==> src/rtl/pipe_stage_reg_pkg.sv <==
// Shared definitions for pipe_stage_reg: slot-state encodings, stall polarity
// and default payload/stall-vector widths.
package pipe_stage_reg_pkg;

    localparam int DEF_WIDTH   = 32;
    localparam int DEF_STALL_W = 10;

    // Stall vector polarity: a set bit stops the owning stage.
    localparam logic STOP   = 1'b1;
    localparam logic NOSTOP = 1'b0;

    // ST_ONE doubles as FULL in the single-slot build.
    typedef enum logic [1:0] {
        ST_EMPTY = 2'd0,
        ST_ONE   = 2'd1,
        ST_TWO   = 2'd2
    } stage_state_t;

    localparam stage_state_t ST_FULL = ST_ONE;

endpackage

==> src/rtl/sat_counter.sv <==
// Saturating up-counter: increments on inc, sticks at all-ones, sync
// active-high reset.
module sat_counter #(
    parameter int CNT_W = 16
) (
    input  logic             clk,
    input  logic             rst,
    input  logic             inc,
    output logic [CNT_W-1:0] cnt
);

    localparam logic [CNT_W-1:0] CNT_ONE = {{(CNT_W-1){1'b0}}, 1'b1};

    logic [CNT_W-1:0] r_cnt;

    always_ff @(posedge clk) begin
        if (rst)
            r_cnt <= '0;
        else if (inc && (r_cnt != {CNT_W{1'b1}}))
            r_cnt <= r_cnt + CNT_ONE;
    end

    assign cnt = r_cnt;

endmodule

==> src/rtl/pipe_stage_reg.sv <==
// Stallable pipeline stage register with bubble insertion and bubble counter.
// Define PIPE_STAGE_SKID_EN for a main+skid two-entry stage; default is one slot.
module pipe_stage_reg
    import pipe_stage_reg_pkg::*;
#(
    parameter int WIDTH     = DEF_WIDTH,
    parameter int STALL_W   = DEF_STALL_W,
    parameter int STAGE_IDX = 8,
    parameter int CNT_W     = 16
) (
    input  logic               clk,
    input  logic               rst,
    input  logic               flush,
    input  logic [STALL_W-1:0] stall,
    input  logic               in_valid,
    output logic               in_ready,
    input  logic [WIDTH-1:0]   in_data,
    output logic               out_valid,
    input  logic               out_ready,
    output logic [WIDTH-1:0]   out_data,
    output logic [CNT_W-1:0]   bubble_cnt
);

    if (STAGE_IDX + 1 >= STALL_W) begin : g_bad_stage_idx
        $error("pipe_stage_reg: STAGE_IDX+1 must be below STALL_W");
    end

    logic w_stop, w_stop_next, w_bubble, w_hold;
    logic w_in_ready, w_accept, w_drain;
    logic w_unused_stall;

    stage_state_t     r_state, w_state_nxt;
    logic [WIDTH-1:0] r_main, w_main_nxt;

    assign w_stop      = (stall[STAGE_IDX]   == STOP);
    assign w_stop_next = (stall[STAGE_IDX+1] == STOP);
    // Downstream moving while we are stopped: release our slot as a bubble.
    assign w_bubble    = w_stop & ~w_stop_next;
    assign w_hold      = w_stop & w_stop_next;
    assign w_unused_stall = ^stall;

`ifdef PIPE_STAGE_SKID_EN
    logic [WIDTH-1:0] r_skid, w_skid_nxt;

    assign w_in_ready = (r_state != ST_TWO) & ~w_stop & ~flush;
`else
    assign w_in_ready = ((r_state == ST_EMPTY) | out_ready) & ~w_stop & ~flush;
`endif

    assign w_accept = in_valid & w_in_ready;
    assign w_drain  = out_valid & out_ready;

    assign in_ready  = w_in_ready;
    assign out_valid = (r_state != ST_EMPTY);
    // Empty slots are held at zero, so the main register is already gated.
    assign out_data  = r_main;

    always_ff @(posedge clk) begin
        if (rst) begin
            r_state <= ST_EMPTY;
            r_main  <= '0;
`ifdef PIPE_STAGE_SKID_EN
            r_skid  <= '0;
`endif
        end else begin
            r_state <= w_state_nxt;
            r_main  <= w_main_nxt;
`ifdef PIPE_STAGE_SKID_EN
            r_skid  <= w_skid_nxt;
`endif
        end
    end

`ifdef PIPE_STAGE_SKID_EN
    always_comb begin
        w_state_nxt = r_state;
        w_main_nxt  = r_main;
        w_skid_nxt  = r_skid;
        if (flush) begin
            w_state_nxt = ST_EMPTY;
            w_main_nxt  = '0;
            w_skid_nxt  = '0;
        end else if (w_bubble) begin
            case (r_state)
                ST_TWO: begin
                    w_state_nxt = ST_ONE;
                    w_main_nxt  = r_skid;
                    w_skid_nxt  = '0;
                end
                ST_ONE: begin
                    w_state_nxt = ST_EMPTY;
                    w_main_nxt  = '0;
                end
                default: ;
            endcase
        end else if (!w_hold) begin
            case (r_state)
                ST_EMPTY: begin
                    if (w_accept) begin
                        w_state_nxt = ST_ONE;
                        w_main_nxt  = in_data;
                    end
                end
                ST_ONE: begin
                    if (w_accept && w_drain) begin
                        w_main_nxt  = in_data;
                    end else if (w_accept) begin
                        w_state_nxt = ST_TWO;
                        w_skid_nxt  = in_data;
                    end else if (w_drain) begin
                        w_state_nxt = ST_EMPTY;
                        w_main_nxt  = '0;
                    end
                end
                ST_TWO: begin
                    if (w_drain) begin
                        w_state_nxt = ST_ONE;
                        w_main_nxt  = r_skid;
                        w_skid_nxt  = '0;
                    end
                end
                default: begin
                    w_state_nxt = ST_EMPTY;
                    w_main_nxt  = '0;
                    w_skid_nxt  = '0;
                end
            endcase
        end
    end
`else
    always_comb begin
        w_state_nxt = r_state;
        w_main_nxt  = r_main;
        if (flush) begin
            w_state_nxt = ST_EMPTY;
            w_main_nxt  = '0;
        end else if (w_bubble) begin
            w_state_nxt = ST_EMPTY;
            w_main_nxt  = '0;
        end else if (!w_hold) begin
            case (r_state)
                ST_EMPTY: begin
                    if (w_accept) begin
                        w_state_nxt = ST_FULL;
                        w_main_nxt  = in_data;
                    end
                end
                ST_FULL: begin
                    // In FULL an accept implies a drain (in_ready needs out_ready).
                    if (w_accept) begin
                        w_main_nxt  = in_data;
                    end else if (w_drain) begin
                        w_state_nxt = ST_EMPTY;
                        w_main_nxt  = '0;
                    end
                end
                default: begin
                    w_state_nxt = ST_EMPTY;
                    w_main_nxt  = '0;
                end
            endcase
        end
    end
`endif

    sat_counter #(.CNT_W(CNT_W)) u_bubble_cnt (
        .clk (clk),
        .rst (rst),
        .inc (w_bubble),
        .cnt (bubble_cnt)
    );

endmodule

==> config.mk <==
export PLATFORM = sky130hd
export DESIGN_NAME = pipe_stage_reg
export DESIGN_NICKNAME = d
export VERILOG_FILES = /design/src/rtl/pipe_stage_reg_pkg.sv /design/src/rtl/sat_counter.sv /design/src/rtl/pipe_stage_reg.sv
export SDC_FILE = /design/constraint.sdc
export NUM_CORES = 1
export LEC_CHECK = 0
export ABC_AREA = 1
export BUFFER_PORTS_ARGS = -buffer_cell sky130_fd_sc_hd__buf_2
export CAP_MARGIN = 20
export CORE_UTILIZATION = 49
export CTS_BUF_LIST = sky130_fd_sc_hd__clkbuf_2 sky130_fd_sc_hd__clkbuf_4 sky130_fd_sc_hd__clkbuf_8
export CTS_CLUSTER_DIAMETER = 80
export DETAILED_ROUTE_END_ITERATION = 7
export PLACE_DENSITY = 0.83
export SLEW_MARGIN = 20
export SYNTH_ARGS = -nofsm -noshare
export SYNTH_HDL_FRONTEND = slang
export SYNTH_SLANG_ARGS = --single-unit
==> constraint.sdc <==
create_clock -name clk -period 1.95 [get_ports clk]
set_input_delay 0.195 -clock clk [delete_from_list [all_inputs] [get_ports clk]]
set_output_delay 0.195 -clock clk [all_outputs]
set_load 0.05 [all_outputs]
==> results of run 1 <==
[worst max-delay path by stage]
stage                                startpoint                          endpoint  depth (start not counted)
5_1_grt        u_bubble_cnt.cnt[0]$_SDFFE_PP0P_  u_bubble_cnt.cnt[5]$_SDFFE_PP0P_                          7
6_report                r_state[0]$_SDFFE_PP0P_         out_data[17]$_SDFFE_PP0P_                          9
2_1_floorplan           r_state[0]$_SDFFE_PP0P_         out_data[22]$_SDFFE_PP0P_                          9
3_5_place_dp            r_state[0]$_SDFFE_PP0P_         out_data[10]$_SDFFE_PP0P_                          9
3_3_place_gp   u_bubble_cnt.cnt[0]$_SDFFE_PP0P_  u_bubble_cnt.cnt[1]$_SDFFE_PP0P_                          7
4_1_cts                 r_state[0]$_SDFFE_PP0P_         out_data[17]$_SDFFE_PP0P_                          9
[placed cells by master, fill, tap and decap left out, drive strengths merged]
master	netlist	routed
nand2	86	86
ha	2	2
inv	15	15
nand4	5	5
bufinv	0	1
buf	7	90
nor3	1	1
nand3	10	10
nor2	29	29
clkinv	0	1
dfxtp	49	49
o21ai	36	36
a21oi	45	45
clkbuf	7	5
xor2	4	4
nand3b	1	1
xnor2	2	2
[power breakdown]
group | leakage, nW | total, W | switching, W | internal [W]
Combinational | 0.901 | 0.000220 | 0.000148 | 0.0000717
Sequential | 0.396 | 0.00102 | 0.00000878 | 0.00102
Clock | 0.0540 | 0.000693 | 0.000320 | 0.000373
[registers in the layout, indices dropped and copies added (netlist names)]
name,flops
r_state,1
u_bubble_cnt.cnt,16
out_data,32
[cell type report]
class	count	area share [%]
inverters	15	2.048
well taps	50	2.276
flip-flops and latches	49	35.73
repair buffers	90	17.02
multi-input cells	221	39.14
clock buffers	5	2.503
clock inverters	2	1.274
[kinds of logic (layout without fill, tap and decap cells)]
| group | Yosys count | in the layout | share of synthesized area, % |
|---|---|---|---|
| buffers and inverters | 29 | 112 | 6.085 |
| adder cells (fa/ha/maj) | 2 | 2 | 1.148 |
| AO/OA/AOI/OAI | 81 | 81 | 19.29 |
| AND/OR/NAND/NOR | 132 | 132 | 26.06 |
| flip-flops | 49 | 49 | 45.01 |
| XOR/XNOR | 6 | 6 | 2.411 |
[per-stage QoR]
stage / std cells / hold WS (ps)
final: 432 / 134.0
after global routing: 432 / 123.8
after CTS: 432 / 127.5
after detailed placement: 425 / 448.7
after global placement: 425 / 441.9
after floorplan: 299 / 335.5
[worst min-delay path, delay by kind of cell]
family,cells,cell delay [ps]
and+or+nand+nor,1,50
AOI/OAI and AO/OA,1,50
buffers and inverters,1,90
[layer usage]
layer | vias up | wire length (um) | GRT usage [%]
li1 | 1145 | - | -
met1 | 990 | 2272 | 28.32
met2 | 69 | 2331 | 35.91
met3 | 6 | 357 | 7.730
met4 | 0 | 54 | 6.122
met5 | - | 0 | 0
==> impl_results.md, run 1 <==
- Syn nets: 348
- Avg Cell Area, Syn: 7.290 um2
- CTS tree: yes
- Fmax: 0.5911 GHz
- Critical Path Max Stage Delay: 350 ps
- Power Dens Cells: 704.5 nW/um2
- Via density: 5.116
- WL/cell: 11.61 um
- Chip height: 68.70 um
- Post-cts hold buffer count: 0
- Slew Viols, Final: 0
- Post-synth design cell area: 2180 um2
- Die area: 4719 um2
- Async SR Flop Fraction: 0%
- Area of the multi-input gates: 1076 um2
- Sequential area share after synthesis: 45.01%
- RePlAce Congestion: 0.7672
- Depth of the most critical reg-to-reg path: 9
- Synthesis Warnings: 0
- CTS Buf Count: 5
- Total power: 0.001937 W
- Clock Path Buffers: 2
- Post_cts resized: 0
- Boundary Pins: 97
- Final Hold Viols: 0
- Core Box Area: 4144 um2
- Clock Skew: 5.601 ps
- Initial DRC count: 125
- Hold path cells: 3
- Final ANT Viol Nets: 0
- Path type of the worst min-delay path: in2reg
- Number of global-route vias before repair: 1852
- Fin crit period: 1692 ps
- First-pass detailed-route iteration total: 4
- Worst skew pair latency: 300 ps
- Die Width: 68.70 um
- Post-synth top cells: 83 x nand2_1, 49 x dfxtp_1, 44 x a21oi_1
- Critical R2R Launch: r_state[0]$_SDFFE_PP0P_
- RSZ-0062 raised after global routing: false
- Setup bufs post-CTS: 0
- Reg2reg end: out_data[17]$_SDFFE_PP0P_
- CP Max Fanout: 64
- Crit start category: flop
- Initial antenna violation count: 0
- Clock transition at the registers of the reported paths: 80 ps
- Setup ws final: 258.3 ps
- CP top delay family: compound AO/OA/AOI/OAI gates
- Yosys reg bits: 49
- DR vias: 2210
- Most common cell in the netlist: nand2_1
- Yosys cell types: 25
- Final WL: 5015 um
- Final setup fails: 0
- Hold Crit Start: in_data[5]
- Area contributors post-synth: dfxtp_1 45%, nand2_1 14%, a21oi_1 10%, o21ai_0 6.4%, nor2_1 3.6%
- Dpl hpwl: 3570 um
- Total grt overflow: 0
- Number of buffers added on ports: 88
- Final #Nets: 431
- Status: completed
- Maximum VDD drop: 0.4483 mV
- GRT Overall Usage: 22.32%
- Slowest-stage cell, CP: dfxtp_2
- Antenna fix cells: 0
- First-pass GRT wire length: 7955 um
- Crit path cell chain: inv_2, o21ai_1, nor2_4, nand2_1, ha_1, nor2_4, buf_12, o21ai_0, a21oi_1
- Reg-to-reg slack, setup: 260 ps
- Setup TNS: 0 ps
- DRC: 0
- Final Cell Area: 2749 um2
- Share of layout cells above drive strength 1: 29.84%
- Synth top area share: 45.01%
- Hold endpoint: out_data[5]$_SDFFE_PP0P_
- CP dominant cell by count: nor2_4
- Crit. End Element: flop
- Max-cap violations: 0
- Relative slew slack: 62.04%
- Worst slew pin tran: 567.4 ps
- Final Util: 66.33%
- Fillers: 377
- Leakage: 1.351 nW
- Rows: 23
- Sequential Area: 982.2 um2
- Prevailing post-synth register cell: dfxtp_1
- Area growth syn-to-layout: 26.12%
- CP arrival: 1910 ps
- Largest area contributor in the netlist: dfxtp_1
- Clock Sinks: 49
- CTS root buf: clkbuf_8
- Synthesized instance count: 299
- Buf/Inv on CP: 2
- H-tree levels: 2
- Pre-CTS setup slack: 326.6 ps
- Largest net degree at the start of global routing: 65
- Final period util: 86.76%
- Required time of the critical path: 2170 ps
- Effective utilization at floorplan: 52.60%
- DP Area: 2645 um2
- Worst Path Class, Setup: reg2reg
- EDFF count, synth: 0
(Power assumes the default switching activity.)
==> inputs of run 2 (changes only) <==
- CORE_UTILIZATION: 49 -> 47
- CTS_BUF_LIST: sky130_fd_sc_hd__clkbuf_2 sky130_fd_sc_hd__clkbuf_4 sky130_fd_sc_hd__clkbuf_8 -> unset
- MAX_ROUTING_LAYER: unset -> met4
- PLACE_DENSITY: 0.83 -> 0.8
==> impl_results.md, run 2 (synthesis results as in run 1) <==
- Status: completed (unchanged)
- Chip height: 70.10 um (was 68.70 um)
- Total power: 0.001970 W (was 0.001937 W)
- DRC: 0 (unchanged)
- Commonest cells after routing, fill and taps aside: 88 x buf_2, 83 x nand2_1, 48 x dfxtp_1 (unchanged)
- Non-Filler Instances: 436 (was 432)
- Setup ws final: 337.1 ps (was 258.3 ps)
- Leakage: 1.357 nW (was 1.351 nW)
- H-tree levels: 2 (unchanged)
- Antenna fix cells: 0 (unchanged)
- Post-Place Cells: 428 (was 425)
- RSZ-0062 raised after global routing: false (unchanged)
- Worst slew pin tran: 567.2 ps (was 567.4 ps)
- Share of layout cells above drive strength 1: 30.21% (was 29.84%)
- Die Width: 70.10 um (was 68.70 um)
- Final ANT Viol Nets: 0 (unchanged)
- Effective utilization at floorplan: 49.38% (was 52.60%)
- Final Hold Viols: 0 (unchanged)
- First-pass detailed-route iteration total: 4 (unchanged)
- Hold Crit Start: in_data[1] (was in_data[5])
- Total grt overflow: 0 (unchanged)
- CTS tree: yes (unchanged)
- Max reg flops: 32 (unchanged)
- Final #Nets: 432 (was 431)
- Clock transition at the registers of the reported paths: 90 ps (was 80 ps)
- Depth of the most critical reg-to-reg path: 9 (unchanged)
- Clock Sinks: 49 (unchanged)
- CP Max Fanout: 64 (unchanged)
- Maximum VDD drop: 0.3731 mV (was 0.4483 mV)
- Path type of the worst min-delay path: in2reg (unchanged)
- Reg-to-reg slack, setup: 340 ps (was 260 ps)
- Setup bufs post-CTS: 0 (unchanged)
- Dpl hpwl: 3492 um (was 3570 um)
- DR vias: 2182 (was 2210)
- Reg2reg end: out_data[18]$_SDFFE_PP0P_ (was out_data[17]$_SDFFE_PP0P_)
- Number of buffers added on ports: 88 (unchanged)
- Max-cap violations: 0 (unchanged)
- Final setup fails: 0 (unchanged)
- CP arrival: 1840 ps (was 1910 ps)
- Clock Path Buffers: 2 (unchanged)
- Hold endpoint: out_data[1]$_SDFFE_PP0P_ (was out_data[5]$_SDFFE_PP0P_)
- Via density: 5.005 (was 5.116)
- Fmax: 0.6200 GHz (was 0.5911 GHz)
- RePlAce Congestion: 0.8195 (was 0.7672)
- Clock Skew: 6.865 ps (was 5.601 ps)
- Final WL: 4935 um (was 5015 um)
- Post-cts hold buffer count: 0 (unchanged)
- Boundary Pins: 97 (unchanged)
- Rows: 24 (was 23)
- Critical R2R Launch: r_state[0]$_SDFFE_PP0P_ (unchanged)
- Crit start category: flop (unchanged)
- Worst Path Class, Setup: reg2reg (unchanged)
- Fin crit period: 1613 ps (was 1692 ps)
- Post_cts resized: 0 (unchanged)
- Power Dens Cells: 711.0 nW/um2 (was 704.5 nW/um2)
- Relative slew slack: 62.06% (was 62.04%)
- Core Box Area: 4414 um2 (was 4144 um2)
- Setup TNS: 0 ps (unchanged)
- Largest net degree at the start of global routing: 65 (unchanged)
- Slew Viols, Final: 0 (unchanged)
- Die area: 4914 um2 (was 4719 um2)
- Crit. End Element: flop (unchanged)
- Initial antenna violation count: 0 (unchanged)
- Initial DRC count: 98 (was 125)
- Final period util: 82.71% (was 86.76%)
- Required time of the critical path: 2180 ps (was 2170 ps)
- Hold path cells: 3 (unchanged)
- Worst skew pair latency: 300 ps (about the same)
- CTS root buf: clkbuf_8 (unchanged)
- Number of global-route vias before repair: 1880 (was 1852)
- Worst hold margin: 124.6 ps (was 134.0 ps)
- First-pass GRT wire length: 8217 um (was 7955 um)
- Pre-CTS setup slack: 306.2 ps (was 326.6 ps)
- WL/cell: 11.32 um (was 11.61 um)
- GRT Overall Usage: 21.11% (was 22.32%)
- CTS Buf Count: 5 (unchanged)
- Most common cell after layout, fill and taps aside: buf_2 (unchanged)
- Area growth syn-to-layout: 27.10% (was 26.12%)
run 2: critical path: stages, from the launching register on:
cell and delay [ps]:
dfxtp_2 350, inv_2 60, o21ai_1 80, nor2_4 120, nand2_1 80, ha_1 220
nor2_4 130, buf_12 240, o21ai_0 100, a21oi_1 160
run 2: cell type report:
class | instances | area [um2]
Sequential cell | 49 | 982.2
Multi-Input combinational cell | 221 | 1076
Tap cell | 52 | 65.06
Clock buffer | 5 | 68.82
Clock inverter | 3 | 46.29
Fill cell | 408 | 1644
Timing Repair Buffer | 91 | 475.5
Inverter | 15 | 56.30
run 2: per-layer routing:
layer / vias up / global-route usage, % / wire [um]
met2: 62 / 36.00 / 2414
li1: 1148 / - / -
met4: 0 / 7.111 / 69
met3: 9 / 4.473 / 286
met1: 963 / 24.64 / 2165
met5: - / - / 0
run 2: worst max path at each step:
stage                                           startpoint                          endpoint  slack (ps)  cells past startpoint
final                              r_state[0]$_SDFFE_PP0P_         out_data[18]$_SDFFE_PP0P_         340                      9
after global routing               r_state[0]$_SDFFE_PP0P_          out_data[7]$_SDFFE_PP0P_         170                      9
after detailed placement                          stall[8]         out_data[18]$_SDFFE_PP0P_         310                     10
after floorplan                    r_state[0]$_SDFFE_PP0P_         out_data[22]$_SDFFE_PP0P_          50                      9
after CTS                          r_state[0]$_SDFFE_PP0P_         out_data[18]$_SDFFE_PP0P_         300                      9
after global placement    u_bubble_cnt.cnt[1]$_SDFFE_PP0P_  u_bubble_cnt.cnt[1]$_SDFFE_PP0P_         400                      7
run 2: stage by stage:
step | util [%] | instance area [um2]
after floorplan | - | 2195
after global placement | 60.15 | 2655
after detailed placement | 60.15 | 2655
after CTS | 62.76 | 2770
after global routing | 62.76 | 2770
final | 62.76 | 2770
run 2: where the power goes:
group | total (W) | switching (W) | internal, W
sequential | 0.00102 | 0.00000806 | 0.00102
clock | 0.000723 | 0.000339 | 0.000384
combinational | 0.000223 | 0.000150 | 0.0000733
